<file path="src/rtl/capture_sequencer_if.sv">
// Capture sequencer bus: control, decoder inputs and readout.
// The slave side belongs to the sequencer, the master side to its driver.
interface capture_sequencer_if #(
  parameter int NCH   = 2,
  parameter int DEPTH = 8
);
  localparam int AW = $clog2(DEPTH);

  logic             arm;
  logic             stop;
  logic             trig_any;
  logic [7:0]       trig_value;
  logic [NCH*8-1:0] ch_data;
  logic [NCH-1:0]   ch_valid;
  logic             detect_only;
  logic             rd_en;
  logic [7:0]       rd_data;
  logic [1:0]       rd_ch;
  logic             rd_valid;
  logic [AW:0]      count;
  logic [1:0]       state;
  logic             overflow;

  modport master (
    output arm, stop, trig_any, trig_value,
    output ch_data, ch_valid, rd_en,
    input  detect_only, rd_data, rd_ch,
    input  rd_valid, count, state, overflow
  );

  modport slave (
    input  arm, stop, trig_any, trig_value,
    input  ch_data, ch_valid, rd_en,
    output detect_only, rd_data, rd_ch,
    output rd_valid, count, state, overflow
  );
endinterface

</file>
<file path="src/rtl/capture_sequencer.sv">
// Arms NCH byte decoders, waits for a trigger byte and merges
// decoded bytes round-robin into a circular capture buffer.
module capture_sequencer #(
  parameter int NCH   = 2,
  parameter int DEPTH = 8
) (
  input  logic clk,
  input  logic rst_n,
  capture_sequencer_if.slave bus
);
  localparam int AW = $clog2(DEPTH);
  localparam int CW = (NCH > 1) ? $clog2(NCH) : 1;
  localparam logic [AW:0] LAST = (AW+1)'(DEPTH - 1);

  typedef enum logic [1:0] {
    IDLE  = 2'd0,
    ARMED = 2'd1,
    CAPT  = 2'd2,
    DONE  = 2'd3
  } state_e;

  state_e         state_q, state_d;
  logic [NCH-1:0] pend_q, pend_d;
  logic [7:0]     pdat_q [NCH];
  logic [7:0]     pdat_d [NCH];
  logic [CW-1:0]  rr_q, rr_d;
  logic [AW-1:0]  wp_q, wp_d;
  logic [AW-1:0]  rp_q, rp_d;
  logic [AW:0]    cnt_q, cnt_d;
  logic [7:0]     rd_data_q, rd_data_d;
  logic [1:0]     rd_ch_q, rd_ch_d;
  logic           rd_valid_q, rd_valid_d;
  logic           ovf_q, ovf_d;
  logic           det_q, det_d;

  logic [7:0]     mem_data [DEPTH];
  logic [1:0]     mem_ch [DEPTH];

  logic           trig_hit;
  logic           cap_en;
  logic           gnt_vld;
  logic [CW-1:0]  gnt_idx;
  logic [CW-1:0]  scan;
  logic           we;
  logic           pop;
  logic           gnt_i;

  always_comb begin
    trig_hit = 1'b0;
    for (int i = 0; i < NCH; i++) begin
      if (bus.ch_valid[i] &&
          (bus.trig_any ||
           bus.ch_data[8*i +: 8] == bus.trig_value))
        trig_hit = 1'b1;
    end
  end

  // first pending channel at or after the round-robin pointer
  always_comb begin
    gnt_vld = 1'b0;
    gnt_idx = '0;
    scan    = '0;
    for (int k = 0; k < NCH; k++) begin
      scan = CW'((int'(rr_q) + k) % NCH);
      if (!gnt_vld && pend_q[scan]) begin
        gnt_vld = 1'b1;
        gnt_idx = scan;
      end
    end
  end

  assign we  = (state_q == CAPT) && gnt_vld;
  assign pop = (state_q == DONE) && bus.rd_en &&
               (cnt_q != '0) && !bus.arm;
  assign cap_en = (state_q == CAPT) ||
                  (state_q == ARMED && trig_hit);

  always_comb begin
    state_d    = state_q;
    pend_d     = pend_q;
    pdat_d     = pdat_q;
    rr_d       = rr_q;
    wp_d       = wp_q;
    rp_d       = rp_q;
    cnt_d      = cnt_q;
    rd_data_d  = rd_data_q;
    rd_ch_d    = rd_ch_q;
    rd_valid_d = 1'b0;
    ovf_d      = ovf_q;
    gnt_i      = 1'b0;

    if (bus.arm) begin
      state_d = ARMED;
    end else begin
      case (state_q)
        ARMED: begin
          if (bus.stop)    state_d = DONE;
          else if (trig_hit) state_d = CAPT;
        end
        CAPT: begin
          if (bus.stop || (we && cnt_q == LAST))
            state_d = DONE;
        end
        default: state_d = state_q;
      endcase
    end

    for (int i = 0; i < NCH; i++) begin
      gnt_i = we && (gnt_idx == CW'(i));
      if (gnt_i) pend_d[i] = 1'b0;
      if (cap_en && bus.ch_valid[i]) begin
        if (pend_q[i] && !gnt_i) begin
          ovf_d = 1'b1;
        end else begin
          pend_d[i] = 1'b1;
          pdat_d[i] = bus.ch_data[8*i +: 8];
        end
      end
    end

    if (we) begin
      wp_d  = wp_q + 1'b1;
      cnt_d = cnt_q + 1'b1;
      rr_d  = CW'((int'(gnt_idx) + 1) % NCH);
    end

    if (pop) begin
      rp_d       = rp_q + 1'b1;
      cnt_d      = cnt_q - 1'b1;
      rd_valid_d = 1'b1;
      rd_data_d  = mem_data[rp_q];
      rd_ch_d    = mem_ch[rp_q];
    end

    // bytes still queued when capture ends are dropped silently
    if (state_d == DONE) pend_d = '0;

    if (bus.arm) begin
      pend_d = '0;
      ovf_d  = 1'b0;
      rr_d   = '0;
      wp_d   = '0;
      rp_d   = '0;
      cnt_d  = '0;
    end

    det_d = (state_d == IDLE) || (state_d == DONE);
  end

  always_ff @(posedge clk or negedge rst_n) begin
    if (!rst_n) begin
      state_q    <= IDLE;
      pend_q     <= '0;
      for (int i = 0; i < NCH; i++)
        pdat_q[i] <= '0;
      rr_q       <= '0;
      wp_q       <= '0;
      rp_q       <= '0;
      cnt_q      <= '0;
      rd_data_q  <= '0;
      rd_ch_q    <= '0;
      rd_valid_q <= 1'b0;
      ovf_q      <= 1'b0;
      det_q      <= 1'b1;
    end else begin
      state_q    <= state_d;
      pend_q     <= pend_d;
      pdat_q     <= pdat_d;
      rr_q       <= rr_d;
      wp_q       <= wp_d;
      rp_q       <= rp_d;
      cnt_q      <= cnt_d;
      rd_data_q  <= rd_data_d;
      rd_ch_q    <= rd_ch_d;
      rd_valid_q <= rd_valid_d;
      ovf_q      <= ovf_d;
      det_q      <= det_d;
    end
  end

  always_ff @(posedge clk) begin
    if (we) begin
      mem_data[wp_q] <= pdat_q[gnt_idx];
      mem_ch[wp_q]   <= 2'(gnt_idx);
    end
  end

  assign bus.state       = state_q;
  assign bus.count       = cnt_q;
  assign bus.rd_data     = rd_data_q;
  assign bus.rd_ch       = rd_ch_q;
  assign bus.rd_valid    = rd_valid_q;
  assign bus.overflow    = ovf_q;
  assign bus.detect_only = det_q;
endmodule
</file>
<file path="src/flat_wrapper.sv">
// flat-port wrapper written by rule: the top's interface ports become plain ports
module capture_sequencer_flat 
#(
  parameter int NCH   = 2,
  parameter int DEPTH = 8
)
  (clk, rst_n, bus_arm, bus_stop, bus_trig_any, bus_trig_value, bus_ch_data, bus_ch_valid, bus_rd_en, bus_detect_only, bus_rd_data, bus_rd_ch, bus_rd_valid, bus_count, bus_state, bus_overflow);
  capture_sequencer_if #(.NCH(NCH), .DEPTH(DEPTH)) bus_i ();
  input  logic clk;
  input  logic rst_n;
  input wire logic [$bits(bus_i.arm)-1:0] bus_arm;
  input wire logic [$bits(bus_i.stop)-1:0] bus_stop;
  input wire logic [$bits(bus_i.trig_any)-1:0] bus_trig_any;
  input wire logic [$bits(bus_i.trig_value)-1:0] bus_trig_value;
  input wire logic [$bits(bus_i.ch_data)-1:0] bus_ch_data;
  input wire logic [$bits(bus_i.ch_valid)-1:0] bus_ch_valid;
  input wire logic [$bits(bus_i.rd_en)-1:0] bus_rd_en;
  output wire logic [$bits(bus_i.detect_only)-1:0] bus_detect_only;
  output wire logic [$bits(bus_i.rd_data)-1:0] bus_rd_data;
  output wire logic [$bits(bus_i.rd_ch)-1:0] bus_rd_ch;
  output wire logic [$bits(bus_i.rd_valid)-1:0] bus_rd_valid;
  output wire logic [$bits(bus_i.count)-1:0] bus_count;
  output wire logic [$bits(bus_i.state)-1:0] bus_state;
  output wire logic [$bits(bus_i.overflow)-1:0] bus_overflow;
  assign bus_i.arm = bus_arm;
  assign bus_i.stop = bus_stop;
  assign bus_i.trig_any = bus_trig_any;
  assign bus_i.trig_value = bus_trig_value;
  assign bus_i.ch_data = bus_ch_data;
  assign bus_i.ch_valid = bus_ch_valid;
  assign bus_i.rd_en = bus_rd_en;
  assign bus_detect_only = bus_i.detect_only;
  assign bus_rd_data = bus_i.rd_data;
  assign bus_rd_ch = bus_i.rd_ch;
  assign bus_rd_valid = bus_i.rd_valid;
  assign bus_count = bus_i.count;
  assign bus_state = bus_i.state;
  assign bus_overflow = bus_i.overflow;
  capture_sequencer #(.NCH(NCH), .DEPTH(DEPTH)) u_core (.clk(clk), .rst_n(rst_n), .bus(bus_i));
endmodule
</file>
<file path="config.mk">
export PLATFORM = sky130hd
export DESIGN_NAME = capture_sequencer_flat
export DESIGN_NICKNAME = d
export VERILOG_FILES = /design/src/rtl/capture_sequencer_if.sv /design/src/rtl/capture_sequencer.sv /design/src/flat_wrapper.sv
export SDC_FILE = /design/constraint.sdc
export NUM_CORES = 1
export LEC_CHECK = 0
export CAP_MARGIN = 20
export CORE_ASPECT_RATIO = 0.8
export CORE_MARGIN = 2
export CORE_UTILIZATION = 51
export DETAILED_ROUTE_END_ITERATION = 8
export GPL_TIMING_DRIVEN = 0
export PLACE_DENSITY = 0.76
export REMOVE_ABC_BUFFERS = 1
export SKIP_CTS_REPAIR_TIMING = 1
export SLEW_MARGIN = 20
export SYNTH_ARGS = -nofsm -noshare
export SYNTH_HDL_FRONTEND = slang
export SYNTH_SLANG_ARGS = --single-unit
</file>
<file path="constraint.sdc">
create_clock -name clk -period 2.73 [get_ports clk]
set_input_delay 0.546 -clock clk [delete_from_list [all_inputs] [get_ports clk]]
set_output_delay 0.546 -clock clk [all_outputs]
set_load 0.01 [all_outputs]
</file>
==> impl_metrics.yaml <==
synthesis:
  synthArstFlopShare_pct: 37.4
  synth_top_area_share_pct: 43.0
  synthesis.area_mm2: 0.00503
  synth_edf_count: 72
  syn_inst: 320
  synthSimpleGateAreaFrac_pct: 5.48
  syn_avg_cell_area_um2: 15.7
  synthXorXnorAreaFrac_pct: 3.83
  yosysWarnings: 0
  yosys-top-cells-area: "edfxtp_1 43%, dfrtp_1 21%, mux4_2 8.1%"
  ys_types: 45
  ys_ff_latch: 115
  synth_seq_area_share_pct: 64.4
  synthTopCellsByCount: "72 x edfxtp_1, 42 x dfrtp_1, 27 x nor2_1, 18 x mux4_2, 17 x a21oi_1"
  synthAdderAreaFrac_pct: 2.64
  synth.largest_area_cell: "edfxtp_1"
  synth.most_common_cell: "edfxtp_1"
  synth_top_flop_cell: "edfxtp_1"
  synth_mux_area_share_pct: 16.2
  synth_top_family_by_area: "multiplexers"
  synth_compound_area_share_pct: 5.40
timing:
  rsz0062_at_grt: "false"
  finalCritPeriodShare_pct: 93.5
  fmax_mhz: 392
  finClkSkew_ns: 0.00714
  worst_slew_pin_slew_ns: 0.870
  setup_tns_ns: 0
  setup_viol: 0
  slew_headroom_pct: 42.0
  fin_crit_ns: 2.55
  drv_slew: 0
  fin_ws_ns: 0.177
  hold_viol_final: 0
  finalHoldWorstSlack_ns: 0.0375
cells_and_area:
  filler_cell_count: 676
  nNetsFinal: 422
  area_growth_syn_to_layout_pct: 24.0
  finish.utilization_pct: 64.9
  drive_gt1_share_pct: 24.9
  num_antenna_cells: 0
floorplanning:
  initial_utilization_pct: 52.3
  num_rows: 32
  die_h_um: 92.8
  ios: 51
  die_area_mm2: 0.0107
  core_area_mm2: 0.00961
  dieWidth_um: 115
drt:
  drt-total-wl_mm: 9.16
  drc_errors: 0
  ant_nets: 0
  drt_iter0_markers: 164
  vias: 2826
  wl_per_cell_um: 17.9
  post_drt_via_cell_ratio: 5.52
  first_pass_iters: 4
global_routing:
  grt_max_degree: 34
  grtUsageTotal_pct: 19.3
  grt_pass1_wl_mm: 14.9
  antenna_found_initial: 0
  overflow: 0
  grt_pass1_vias: 2826
power_and_ir_drop:
  powerDensity_mw_per_mm2: 881
  ir_worst_vdd_mv: 0.516
  power_mw: 5.49
  p_leak_nw: 2.32
clocking:
  cts_buffers: 17
  insertion_delay_ns: 0.41
  clkSlewWorstSetupHoldPaths_ns: 0.05
  tritoncts: "yes"
  cts_root_buf: "clkbuf_16"
  cts_buffer_depth: 2
  htreeDepth: 4
  cts.sinks: 115
place:
  io_buffers: 49
  dp_slack_ns: -0.467
  dpl.hpwl_mm: 6.15
  gp_congestion: 0.761
critical_path:
  crit_fanout: 10
  startpoint_type: "flip-flop"
  end_kind: "flip-flop"
  crit_type: "reg -> reg"
  worstPathRequired_ns: 2.99
  arrival_ns: 2.81
  rrSetupSlack_ns: 0.18
worst_hold_path:
  hp-class: "in -> async"
run_status:
  status: "completed"
flow_run:
  maxCapViolCount: 0
## critical path: stages (launching register included)
cell and delay (ns):
dfrtp_1 0.44, or4_1 0.55, nand3_2 0.20, nor2_4 0.11
ha_1 0.31, a21o_1 0.18, a21oi_1 0.19, mux2i_1 0.23
xnor2_1 0.14, nor2_1 0.05
## cells in the final DEF, fill, tap and decap left out, drive strengths merged, types with 11 or more instances in the layout
cell / netlist / final
edfxtp: 72 / 72
clkdlybuf4s50: 0 / 47
dfrtp: 42 / 42
nor2: 27 / 27
mux2: 24 / 24
mux4: 18 / 18
clkbuf: 5 / 18
a21oi: 17 / 17
xor2: 16 / 16
nand2: 15 / 15
mux2i: 11 / 11
## sequential cells by signal, indices dropped and copies added (netlist names)
name	flops
u_core.mem_data	64
u_core.bus.rd_valid	1
u_core.pend_q	2
u_core.rr_q	1
u_core.bus.count	4
u_core.bus.rd_data	8
u_core.mem_ch	8
u_core.pdat_q	16
u_core.rp_q	3
u_core.bus.overflow	1
u_core.bus.state	2
u_core.bus.rd_ch	1
u_core.wp_q	3
u_core.bus.detect_only	1
## metal layers
metal  track usage, %  vias up  routed length, µm
met4             6.33        0                104
met3             6.41       10                528
li1                 -     1327                  -
met1             25.7     1408               4090
met5                0        -                  0
met2             30.2       81               4430
## layout make-up
class	instances	area (µm²)	area share, %
tap	119	149	2.39
clock inverter	14	114	1.83
multi-input combinational	185	1730	27.7
clock buffer	18	439	7.04
sequential	115	3240	52.0
timing repair buffer	53	534	8.57
inverter	8	30.0	0.482
## worst paths after layout
kind,from,to,cells past startpoint
min in group clk,u_core.pdat_q[2],u_core.pdat_q[2],1
max,u_core.bus.count[1],u_core.bus.count[3],9
min reg2reg,u_core.pdat_q[2],u_core.pdat_q[2],1
min,rst_n,u_core.bus.rd_valid,1
max reg2reg,u_core.bus.count[1],u_core.bus.count[3],9
max in group asynchronous,rst_n,u_core.bus.detect_only,2
## power breakdown
part           leakage, nW  total (mW)  switching (mW)  internal (mW)
Clock                0.271        2.03           0.762           1.26
Combinational        0.852        1.08           0.532          0.548
Sequential            1.20        2.39           0.128           2.26
## kinds of logic (layout without fill, tap and decap cells)
group / Yosys count / in the layout
flip-flops: 115 / 115
XOR/XNOR: 22 / 22
buffers and inverters: 20 / 93
adder cells (fa/ha/maj): 10 / 10
other: 1 / 1
multiplexers: 53 / 53
AND/OR/NAND/NOR: 61 / 61
AO/OA/AOI/OAI: 38 / 38
## metrics by stage
stage,cell area [µm²],cells
detailed placement,5660,480
global route,6240,512
CTS,6210,512
finish,6240,512
floorplan,4960,308
global placement,5600,476
Note: power is estimated with default switching activity, not from simulation.
